**src/rtl/pcs_rx_block_sync_pkg.sv**
```systemverilog
// Shared constants, state encoding and sync-header helper for the 66b RX block-lock logic.
package pcs_rx_block_sync_pkg;

    localparam int LEN_CODED_BLOCK = 66;
    localparam int NB_INDEX        = 7;

    localparam logic [1:0] SH_DATA = 2'b01;
    localparam logic [1:0] SH_CTRL = 2'b10;

    typedef enum logic [1:0] {
        ST_INIT = 2'd0,
        ST_TEST = 2'd1,
        ST_SLIP = 2'd2
    } sync_state_e;

    function automatic logic sh_is_valid(input logic [1:0] sh);
        return (sh == SH_DATA) || (sh == SH_CTRL);
    endfunction

endpackage

```
**src/rtl/pcs_rx_block_sync_if.sv**
```systemverilog
// Gearbox-side input and aligned-block output bundle of the RX block sync.
// BLOCK_SYNC_STATS_EN adds the slip and lock-loss statistics counters.
interface pcs_rx_block_sync_if;
    import pcs_rx_block_sync_pkg::*;

    logic                       i_enable;
    logic [LEN_CODED_BLOCK-1:0] i_data;
    logic [LEN_CODED_BLOCK-1:0] o_data;
    logic                       o_valid;
    logic                       o_block_lock;
    logic [NB_INDEX-1:0]        o_index;
`ifdef BLOCK_SYNC_STATS_EN
    logic [15:0]                o_slip_count;
    logic [15:0]                o_lock_loss_count;
`endif

    modport master (
        output i_enable, i_data,
        input  o_data, o_valid, o_block_lock, o_index
`ifdef BLOCK_SYNC_STATS_EN
        , input o_slip_count, o_lock_loss_count
`endif
    );

    modport slave (
        input  i_enable, i_data,
        output o_data, o_valid, o_block_lock, o_index
`ifdef BLOCK_SYNC_STATS_EN
        , output o_slip_count, o_lock_loss_count
`endif
    );

endinterface

```
**src/rtl/pcs_rx_block_sync_sh_offset_mux.sv**
```systemverilog
// Selects the 66b candidate block at the current offset from the 132b window
// and flags whether its sync header is a legal 01/10 pattern.
module pcs_rx_block_sync_sh_offset_mux
    import pcs_rx_block_sync_pkg::*;
(
    input  logic [2*LEN_CODED_BLOCK-1:0] win_i,
    input  logic [NB_INDEX-1:0]          index_i,
    output logic [LEN_CODED_BLOCK-1:0]   cand_o,
    output logic                         sh_valid_o
);

    logic [2*LEN_CODED_BLOCK-1:0] shifted_s;

    // Shift the window left by the offset so the candidate always sits in the upper half.
    always_comb begin
        shifted_s  = win_i << index_i;
        cand_o     = shifted_s[2*LEN_CODED_BLOCK-1 -: LEN_CODED_BLOCK];
        sh_valid_o = sh_is_valid(cand_o[LEN_CODED_BLOCK-1 -: 2]);
    end

endmodule

```
**src/rtl/pcs_rx_block_sync.sv**
```systemverilog
// 66b block lock: hunts the sync-header offset, declares/drops lock, emits aligned blocks.
// Optional BLOCK_SYNC_STATS_EN adds saturating slip and lock-loss counters.
module pcs_rx_block_sync
    import pcs_rx_block_sync_pkg::*;
#(
    parameter int LOCK_GOOD   = 64,
    parameter int WINDOW      = 1024,
    parameter int MAX_INVALID = 65
) (
    input  logic               i_clock,
    input  logic               i_reset,
    pcs_rx_block_sync_if.slave bus
);

    localparam logic [10:0]         LOCK_GOOD_C   = 11'(LOCK_GOOD);
    localparam logic [10:0]         WINDOW_C      = 11'(WINDOW);
    localparam logic [6:0]          MAX_INVALID_C = 7'(MAX_INVALID);
    localparam logic [NB_INDEX-1:0] LAST_INDEX_C  = NB_INDEX'(LEN_CODED_BLOCK - 1);

    sync_state_e                state_q, state_d;
    logic [NB_INDEX-1:0]        index_q, index_d;
    logic [10:0]                sh_cnt_q, sh_cnt_d;
    logic [6:0]                 sh_inv_q, sh_inv_d;
    logic                       lock_q, lock_d;
    logic [LEN_CODED_BLOCK-1:0] prev_word_q, data_q;
    logic                       valid_q;

    logic [LEN_CODED_BLOCK-1:0] cand_s;
    logic                       sh_valid_s;
    logic [10:0]                cnt_inc_s;
    logic [6:0]                 inv_inc_s;
    logic                       test_s, slip_req_s, lose_s, gain_s, win_end_s;

    pcs_rx_block_sync_sh_offset_mux u_mux (
        .win_i      ({prev_word_q, bus.i_data}),
        .index_i    (index_q),
        .cand_o     (cand_s),
        .sh_valid_o (sh_valid_s)
    );

    assign cnt_inc_s  = sh_cnt_q + 11'd1;
    assign inv_inc_s  = sh_inv_q + {6'd0, ~sh_valid_s};
    assign test_s     = (state_q == ST_TEST) && bus.i_enable;
    // Loss of lock takes priority over a window boundary on the same header.
    assign lose_s     = test_s && lock_q && (inv_inc_s == MAX_INVALID_C);
    assign slip_req_s = test_s && !lock_q && !sh_valid_s;
    assign gain_s     = test_s && !lock_q && sh_valid_s &&
                        (cnt_inc_s == LOCK_GOOD_C) && (inv_inc_s == 7'd0);
    assign win_end_s  = test_s && lock_q && !lose_s && (cnt_inc_s == WINDOW_C);

    // State and datapath registers.
    always_ff @(posedge i_clock) begin
        if (i_reset) begin
            state_q     <= ST_INIT;
            index_q     <= {NB_INDEX{1'b0}};
            sh_cnt_q    <= 11'd0;
            sh_inv_q    <= 7'd0;
            lock_q      <= 1'b0;
            prev_word_q <= {LEN_CODED_BLOCK{1'b0}};
            data_q      <= {LEN_CODED_BLOCK{1'b0}};
            valid_q     <= 1'b0;
        end else begin
            state_q  <= state_d;
            index_q  <= index_d;
            sh_cnt_q <= sh_cnt_d;
            sh_inv_q <= sh_inv_d;
            lock_q   <= lock_d;
            valid_q  <= bus.i_enable & lock_q;
            if (bus.i_enable) begin
                prev_word_q <= bus.i_data;
                data_q      <= cand_s;
            end
        end
    end

    // Next-state decode.
    always_comb begin
        state_d = state_q;
        case (state_q)
            ST_INIT: state_d = ST_TEST;
            ST_TEST: begin
                if (slip_req_s || lose_s) begin
                    state_d = ST_SLIP;
                end else begin
                    state_d = ST_TEST;
                end
            end
            ST_SLIP: state_d = ST_TEST;
            default: state_d = ST_INIT;
        endcase
    end

    // Counter, offset and lock updates per state.
    always_comb begin
        index_d  = index_q;
        sh_cnt_d = sh_cnt_q;
        sh_inv_d = sh_inv_q;
        lock_d   = lock_q;
        case (state_q)
            ST_TEST: begin
                if (!test_s) begin
                    sh_cnt_d = sh_cnt_q;
                end else if (slip_req_s || lose_s || gain_s || win_end_s) begin
                    sh_cnt_d = 11'd0;
                    sh_inv_d = 7'd0;
                end else begin
                    sh_cnt_d = cnt_inc_s;
                    sh_inv_d = inv_inc_s;
                end
                if (lose_s) begin
                    lock_d = 1'b0;
                end else if (gain_s) begin
                    lock_d = 1'b1;
                end else begin
                    lock_d = lock_q;
                end
            end
            ST_SLIP: begin
                if (index_q == LAST_INDEX_C) begin
                    index_d = {NB_INDEX{1'b0}};
                end else begin
                    index_d = index_q + {{(NB_INDEX-1){1'b0}}, 1'b1};
                end
                sh_cnt_d = 11'd0;
                sh_inv_d = 7'd0;
            end
            default: begin
                sh_cnt_d = 11'd0;
                sh_inv_d = 7'd0;
            end
        endcase
    end

    assign bus.o_data       = data_q;
    assign bus.o_valid      = valid_q;
    assign bus.o_block_lock = lock_q;
    assign bus.o_index      = index_q;

`ifdef BLOCK_SYNC_STATS_EN
    logic [15:0] slip_cnt_q, loss_cnt_q;

    // Saturating counts of slip entries and lock losses.
    always_ff @(posedge i_clock) begin
        if (i_reset) begin
            slip_cnt_q <= 16'd0;
            loss_cnt_q <= 16'd0;
        end else begin
            if ((state_q == ST_TEST) && (state_d == ST_SLIP) && (slip_cnt_q != 16'hFFFF)) begin
                slip_cnt_q <= slip_cnt_q + 16'd1;
            end
            if (lock_q && !lock_d && (loss_cnt_q != 16'hFFFF)) begin
                loss_cnt_q <= loss_cnt_q + 16'd1;
            end
        end
    end

    assign bus.o_slip_count      = slip_cnt_q;
    assign bus.o_lock_loss_count = loss_cnt_q;
`endif

endmodule
```
**src/flat_wrapper.sv**
```systemverilog
// flat-port wrapper written by rule: the top's interface ports become plain ports
module pcs_rx_block_sync_flat import pcs_rx_block_sync_pkg::*;
#(
    parameter int LOCK_GOOD   = 64,
    parameter int WINDOW      = 1024,
    parameter int MAX_INVALID = 65
)
  (i_clock, i_reset, bus_i_enable, bus_i_data, bus_o_data, bus_o_valid, bus_o_block_lock, bus_o_index);
  pcs_rx_block_sync_if bus_i ();
  input  logic i_clock;
  input  logic i_reset;
  input wire logic [$bits(bus_i.i_enable)-1:0] bus_i_enable;
  input wire logic [$bits(bus_i.i_data)-1:0] bus_i_data;
  output wire logic [$bits(bus_i.o_data)-1:0] bus_o_data;
  output wire logic [$bits(bus_i.o_valid)-1:0] bus_o_valid;
  output wire logic [$bits(bus_i.o_block_lock)-1:0] bus_o_block_lock;
  output wire logic [$bits(bus_i.o_index)-1:0] bus_o_index;
  assign bus_i.i_enable = bus_i_enable;
  assign bus_i.i_data = bus_i_data;
  assign bus_o_data = bus_i.o_data;
  assign bus_o_valid = bus_i.o_valid;
  assign bus_o_block_lock = bus_i.o_block_lock;
  assign bus_o_index = bus_i.o_index;
  pcs_rx_block_sync #(.LOCK_GOOD(LOCK_GOOD), .WINDOW(WINDOW), .MAX_INVALID(MAX_INVALID)) u_core (.i_clock(i_clock), .i_reset(i_reset), .bus(bus_i));
endmodule
```
**config.mk**
```make
export PLATFORM = sky130hd
export DESIGN_NAME = pcs_rx_block_sync_flat
export DESIGN_NICKNAME = d
export VERILOG_FILES = /design/src/rtl/pcs_rx_block_sync_pkg.sv /design/src/rtl/pcs_rx_block_sync_if.sv /design/src/rtl/pcs_rx_block_sync_sh_offset_mux.sv /design/src/rtl/pcs_rx_block_sync.sv /design/src/flat_wrapper.sv
export SDC_FILE = /design/constraint.sdc
export NUM_CORES = 1
export LEC_CHECK = 0
export ABC_AREA = 0
export CAP_MARGIN = 20
export CORE_ASPECT_RATIO = 1.4
export CORE_UTILIZATION = 45
export DETAILED_ROUTE_END_ITERATION = 16
export GPL_TIMING_DRIVEN = 0
export PLACE_DENSITY_LB_ADDON = 0.12
export RECOVER_POWER = 100
export SYNTH_ARGS = -nofsm -noshare
export SYNTH_HDL_FRONTEND = slang
export SYNTH_SLANG_ARGS = --single-unit
```
**constraint.sdc**
```tcl
create_clock -name i_clock -period 6.9 [get_ports i_clock]
set_input_delay 0.69 -clock i_clock [delete_from_list [all_inputs] [get_ports i_clock]]
set_output_delay 0.69 -clock i_clock [all_outputs]
set_load 0.1 [all_outputs]
```
==> flow_metrics.py <==
metrics = {
    "setup_path": {
        "worstPathCellList": "buf_4 -> buf_6 -> buf_2 -> buf_2 -> mux2_2 -> o22ai_1 -> nor4_1 -> a211oi_1 -> a31oi_1 -> or4_1 -> and2_4 -> ha_1 -> ha_1 -> and3_1 -> o211ai_1 -> a211oi_1 -> and3_1 -> and3_1 -> a31oi_2 -> o211ai_4 -> clkbuf_2 -> o31ai_1",
        "critPathLaunch": "u_core.bus.o_index[1]",
        "crit_type": "reg2reg",
        "slowest_delay_ns": 0.60,
        "cp_max_fo": 10,
        "crit_top_cell": "and3_1",
        "path_depth": 22,
        "cpMaxStageDelayCell": "or4_1",
        "reg2reg_to": "u_core.sh_cnt_q[1]",
        "r2r_start": "u_core.bus.o_index[1]",
        "crit_arrival_ns": 7.00,
        "ff2ff_path_depth": 22,
        "cp-endpoint": "u_core.sh_cnt_q[1]",
        "endpoint_kind": "flop",
        "start_kind": "flop",
        "worst-r2r-setup-slack_ns": 0.28,
        "critPathRequiredTime_ns": 7.28,
        "critPathBufInv": 5,
        "crit_family": "compound AO/OA/AOI/OAI gates",
    },
    "clocking": {
        "cts_setup_buffers": 0,
        "cts.sinks": 161,
        "cts.reportedPaths.clkPinSlew_ns": 0.07,
        "holdBufCountCts": 0,
        "cts_buffers": 17,
        "insertion_delay_ns": 0.48,
        "tritoncts": "built",
        "root_buffer": "clkbuf_16",
        "cts_resized": 0,
        "clock_path_buffers": 2,
        "htreeDepth": 4,
    },
    "cells_and_area": {
        "stdcell_count": 2427,
        "drive_above_1_share_pct": 18.6,
        "regArea_um2": 3220,
        "layout-area-overhead-vs-synth_pct": 15.9,
        "final_nets": 2028,
        "final_core_utilization_pct": 52.9,
        "multi_input_area_um2": 12200,
        "fillers": 3382,
        "antennaDiodeCount": 0,
    },
    "global_routing": {
        "grt_pass1_wl_mm": 122,
        "grt.busiest_layer": "met2",
        "grt_overflow_total": 0,
        "grtUsageTotal_pct": 47.0,
        "grt.met3_usage_pct": 11.6,
        "grt_max_degree": 17,
        "use_met1_pct": 52.1,
        "grt_use_met2_pct": 75.7,
        "grt_pass1_vias": 16800,
        "grt_antenna_before_repair": 0,
    },
    "timing": {
        "tns_ns": 0,
        "worst_pin_slew_ns": 1.20,
        "setup_violations": 0,
        "finClkSkew_ns": 0.0224,
        "fin_ws_ns": 0.284,
        "max_freq_ghz": 0.151,
        "drv_slew": 0,
        "finalHoldViolCount": 0,
        "post-route-period-util_pct": 95.9,
        "post-route-min-period_ns": 6.62,
        "rsz0062_at_grt": "no",
        "slew-limit-headroom_pct": 19.9,
    },
    "power_and_ir_drop": {
        "internal-power_mw": 1.89,
        "p_leak_nw": 7.45,
        "p_sw_share_pct": 38.3,
        "total_power_mw": 3.06,
        "clkPwrFrac_pct": 34.7,
        "p_seq_share_pct": 33.7,
        "comb_power_share_pct": 31.7,
        "p_per_area_nw_per_um2": 162,
        "vdd_drop_max_uv": 130,
        "netSwitchingPower_mw": 1.17,
    },
    "die": {
        "ios": 144,
        "core_area_um2": 35700,
        "fp.dieH_um": 227,
        "rows": 82,
        "dieArea_um2": 37000,
        "start_util_pct": 45.6,
        "die_x_um": 163,
    },
    "synth": {
        "ys_types": 66,
        "yosys.area.top_type_share_pct": 21.6,
        "ys_seq_elements": 161,
        "avgSynthCellArea_um2": 9.11,
        "synth_edf_count": 0,
        "syn_area_um2": 16300,
        "yosysTopAreaCell": "mux4_2",
        "synth_cells": 1788,
        "ys.flop_type": "dfxtp_1",
        "yosysWarnings": 0,
        "synth_seq_area_share_pct": 19.8,
        "synthArstFlopShare_pct": 0,
        "synth_area_leaders": "mux4_2 (22%), dfxtp_1 (20%), mux2i_1 (16%)",
        "synth.net_count": 1863,
    },
    "place": {
        "dp_hpwl_mm": 69.8,
        "place_congestion": 1.12,
        "preCtsSetupSlack_ns": 0.561,
        "dp_cells": 2394,
        "io_buffers": 142,
    },
    "job": {
        "cap_violations": 0,
    },
    "detailed_routing": {
        "drtIter0Drc": 2008,
        "num_vias": 17200,
        "wl_per_cell_um": 35.4,
        "dr.pass1.iters": 6,
        "viasPerCell": 7.08,
        "antenna_left": 0,
        "drc": 0,
        "wl_mm": 86.0,
    },
    "outcome": {
        "outcome": "finished, final reports clean",
    },
    "worst_hold_path": {
        "min_path_type": "reg2reg",
    },
}
cells in the mapped netlist (7+ instances only):
library cell,count
nand2b_1,11
a21oi_1,56
buf_1,41
a31oi_1,14
buf_2,32
a211oi_1,39
and3_1,15
nand3_1,21
dfxtp_1,161
o22ai_1,18
mux2i_1,258
xnor2_1,8
nand2_1,171
nor2_1,270
o21ai_0,78
o211ai_1,21
a22oi_1,15
nor3_1,21
o221ai_1,22
or2_2,8
o41ai_1,8
inv_1,13
nor2b_1,7
o31ai_2,8
clkbuf_1,94
mux4_2,156
nor4_1,8
mux2_2,130
power by group through the flow:
stage	clock [mW]	combinational (mW)	sequential, mW
6_report	1.06	0.967	1.03
3_3_place_gp	0	0.932	1.05
4_1_cts	1.06	0.941	1.03
3_5_place_dp	0	0.936	1.05
2_1_floorplan	0	0.433	1.19
5_1_grt	1.09	0.989	1.03
final cells by class:
class | instances | share of cell area, %
multi-input cells | 1435 | 64.8
flip-flops and latches | 161 | 17.1
repair buffers | 146 | 7.64
plain buffers | 175 | 3.79
well taps | 462 | 3.06
clock buffers | 18 | 2.33
clock inverters | 13 | 0.935
inverters | 17 | 0.338
routing by layer:
metal,vias up,part of all wire (%)
li1,7084,-
met2,1426,45
met4,0,10
met5,-,0
met1,8246,35
met3,439,9.9
layout by cell type (no fill, tap or decap), types with 11 or more instances in the layout:
cell type	netlist	routed
a211oi_1	39	38
a21oi_1	56	56
a22oi_1	15	15
a31oi_1	14	14
and3_1	15	15
buf_1	41	32
buf_2	32	25
clkbuf_1	94	113
clkbuf_16	0	17
clkdlybuf4s50_1	0	66
dfxtp_1	161	161
dlygate4sd3_1	0	76
inv_1	13	13
mux2_1	0	11
mux2_2	130	119
mux2i_1	258	258
mux4_2	156	156
nand2_1	171	171
nand2b_1	11	11
nand3_1	21	21
nor2_1	270	270
nor3_1	21	21
o211ai_1	21	21
o21ai_0	78	78
o221ai_1	22	22
o22ai_1	18	18
registers in the layout, indices dropped and copies added (netlist names):
register	count
u_core.bus.o_index	7
u_core.bus.o_data	66
u_core.sh_inv_q	7
u_core.bus.o_block_lock	1
u_core.state_q	2
u_core.prev_word_q	66
u_core.sh_cnt_q	11
u_core.bus.o_valid	1
logic make-up (layout without fill, tap and decap cells):
family	count (synthesis)	in the layout	synth area share [%]
compound gates	317	317	13.3
flops	161	161	19.8
buf+inv	192	369	4.90
simple gates	555	555	14.4
xor+xnor	13	13	0.699
fa+ha+maj	6	6	0.461
mux	544	544	46.4
how the worst min path moves through the flow:
stage,start,slack [ns],cells past startpoint,end
floorplan,u_core.sh_inv_q[0],0.44,2,u_core.sh_inv_q[0]
global placement,u_core.sh_inv_q[0],0.45,2,u_core.sh_inv_q[0]
detailed placement,u_core.sh_inv_q[0],0.46,2,u_core.sh_inv_q[0]
CTS,u_core.bus.o_data[32],0.47,2,u_core.bus.o_data[32]
global route,u_core.sh_inv_q[6],0.49,2,u_core.sh_inv_q[6]
finish,u_core.bus.o_data[32],0.47,2,u_core.bus.o_data[32]
through the flow:
stage          cell area (um2)  hold slack, ns
2_1_floorplan            16300           0.442
3_3_place_gp             18300           0.450
3_5_place_dp             18300           0.461
4_1_cts                  18900           0.473
5_1_grt                  18900           0.494
6_report                 18900           0.469
worst min-delay path, delay by kind of cell (launching register included):
kind            cells  cell delay [ns]
compound gates      1             0.06
simple gates        1             0.06
flops               1             0.31
(Power assumes the default switching activity.)
==> patch (config.mk and constraints unchanged) <==
Take the reset off `sh_inv_q` and load it in a clocked block of its own.
--- a/src/rtl/pcs_rx_block_sync.sv
+++ b/src/rtl/pcs_rx_block_sync.sv
@@ -55,5 +55,4 @@
             index_q     <= {NB_INDEX{1'b0}};
             sh_cnt_q    <= 11'd0;
-            sh_inv_q    <= 7'd0;
             lock_q      <= 1'b0;
             prev_word_q <= {LEN_CODED_BLOCK{1'b0}};
@@ -64,5 +63,4 @@
             index_q  <= index_d;
             sh_cnt_q <= sh_cnt_d;
-            sh_inv_q <= sh_inv_d;
             lock_q   <= lock_d;
             valid_q  <= bus.i_enable & lock_q;
@@ -72,4 +70,8 @@
             end
         end
+    end
+
+    always_ff @(posedge i_clock) begin
+        sh_inv_q <= sh_inv_d;
     end
 
Function: same outputs for any inputs over 4 cycles, from zero or initial values and one cycle with i_reset high; that may be too few to reach the edited logic, so the function may still have changed.
==> patch against the original RTL <==
  * Hold slack better by 0.0072 ns
  * Wire length down 5.1%
  * Sequential cell count unchanged
  * Clock skew down 0.0061 ns
  * Total power down 2.6%
  * Count of clock-buffer cells in the layout up 4
  * Utilization up 0.38 points
  * Sequential power about the same
  * Final cell count down 4.4%
  * Worst setup slack better by 0.15 ns
  * First-iteration DRC count up 7.6%
  * Design area down 1.4%
  * Area after synthesis down 1.7%
  * Largest cell class unchanged
  * Largest power group is now sequential cells
==> patch: results (changes against the original RTL) <==
Outcome: finished, final reports clean
Worst IR Drop VDD: 0.128 mV (-1.3%)
HPWL after DPL: 65300 um (-6.5%)
Hold WS: 0.476 ns (+0.00716 ns)
Worst reg2reg path depth: 16 (-27%)
Leak: 0.00738 uW (-0.91%)
CTS Hold Buffers Added: 0 (unchanged)
Largest net degree at the start of global routing: 17 (unchanged)
Most instantiated cells after synthesis: mux2i_1 (263), nor2_1 (262), mux4_2 (174)
Clk_lat worst skew: 0.48 ns (about the same)
First-pass GRT wire length: 116000 um (-4.8%)
Setup Skew: 0.0163 ns (-0.00610 ns)
Tightest Hold Check Type: reg -> reg
Area contributors post-synth: mux4_2 (24%), dfxtp_1 (20%), mux2i_1 (16%)
Crit path DAT: 6.87 ns (-0.13 ns)
PD cells: 160 nW/um2 (-1.2%)
Crit-path slowest cell: o31ai_1
Place WS: 0.255 ns (-0.306 ns)
Share of cells above drive strength 1: 19.6% (+1.0 points)
Power of the combinational group: 941 uW (-2.7%)
Final nets: 1925 (-5.1%)
Synth Net Count: 1761 (-5.5%)
Hold path start: u_core.bus.o_data[44]
Worst r2r dst: u_core.bus.o_data[29]
Synth Instances: 1686 (-5.7%)
P_sw: 1120 uW (-4.6%)
DR iter-0 viols: 2161 (+7.6%)
Vias: 16600 (-3.6%)
FF-to-FF Start: u_core.bus.o_index[1]
Worst-margin pin slew: 1.21 ns (+0.00318 ns)
Sequential power: 1030 uW (about the same)
First-pass DRT Iterations: 7 (+1)
Vias in the first global route: 15900 (-5.4%)
WHS Endpoint: u_core.bus.o_data[44]
FF-to-FF setup slack: 0.44 ns (+0.15 ns)
Hold path depth: 2 (unchanged)
Routability-driven placement congestion ratio: 1.12 (-0.41%)
Post-cts sizing count: 0 (unchanged)
CP max stage delay: 0.93 ns (+0.33 ns)
Total GRT Usage: 45.3% (-1.7 points)
Sequential area share after synthesis: 20.1% (+0.35 points)
Non-filler cells, final: 2320 (-4.4%)
Wire per inst: 35.2 um (-0.74%)
Num CTS Buffers: 17 (unchanged)
WS Path Type: reg -> reg
Number of library cell types mapped by synthesis: 63 (-4.5%)
CP top delay family: buffers and inverters
Post-DP Area: 18000 um2 (-1.4%)
Initial antenna violation count: 2 (+2)
## patch: cell types whose count changed in the layout (fill, tap and decap cells not counted), moves of 7 or more
cell / unedited run / this run
buf_2: 25 / 16
o211ai_1: 21 / 11
o22ai_1: 18 / 7
nor3_1: 21 / 28
buf_1: 32 / 25
nand2_1: 171 / 118
a22oi_1: 15 / 3
mux4_2: 156 / 174
buf_4: 6 / 14
nor2_1: 270 / 262
o41ai_1: 8 / 1
## patch: layer usage
layer / wire length, um / track usage (%) / share of wire [%]
met1: 27800 / 50.1 / 34
met4: 8350 / 37.7 / 10
met3: 8310 / 11.9 / 10
met5: 0 / 0 / 0
met2: 37200 / 72.8 / 46
## patch: kinds of logic (layout without fill, tap and decap cells)
logic type | after synthesis | in the layout | share of synthesized area [%]
muxes | 566 | 566 | 50.0
other | 0 | 1 | 0
and+or+nand+nor | 477 | 477 | 12.4
DFF | 161 | 161 | 20.1
AOI/OAI and AO/OA | 276 | 276 | 11.2
buffers and inverters | 185 | 362 | 4.91
xor gates and xnor gates | 15 | 15 | 0.821
adders and majority gates | 6 | 6 | 0.469
## patch: cell type report
cell class	count	area, um2
flip-flops and latches	161	3220
clock buffers	22	464
well taps	456	571
multi-input cells	1340	12000
plain buffers	167	707
repair buffers	146	1460
diodes	1	2.50
fillers	3279	16300
clock inverters	10	128
inverters	17	63.8
## patch: worst max-delay path by stage
| stage | endpoint | slack [ns] | depth (start not counted) |
|---|---|---|---|
| after floorplan | u_core.sh_cnt_q[6] | 1.19 | 21 |
| after global placement | u_core.sh_cnt_q[9] | 0.33 | 22 |
| after detailed placement | u_core.sh_cnt_q[6] | 0.26 | 22 |
| after CTS | u_core.sh_cnt_q[6] | 0.23 | 22 |
| after global routing | u_core.sh_cnt_q[6] | 0.24 | 22 |
| final | u_core.bus.o_data[29] | 0.44 | 16 |
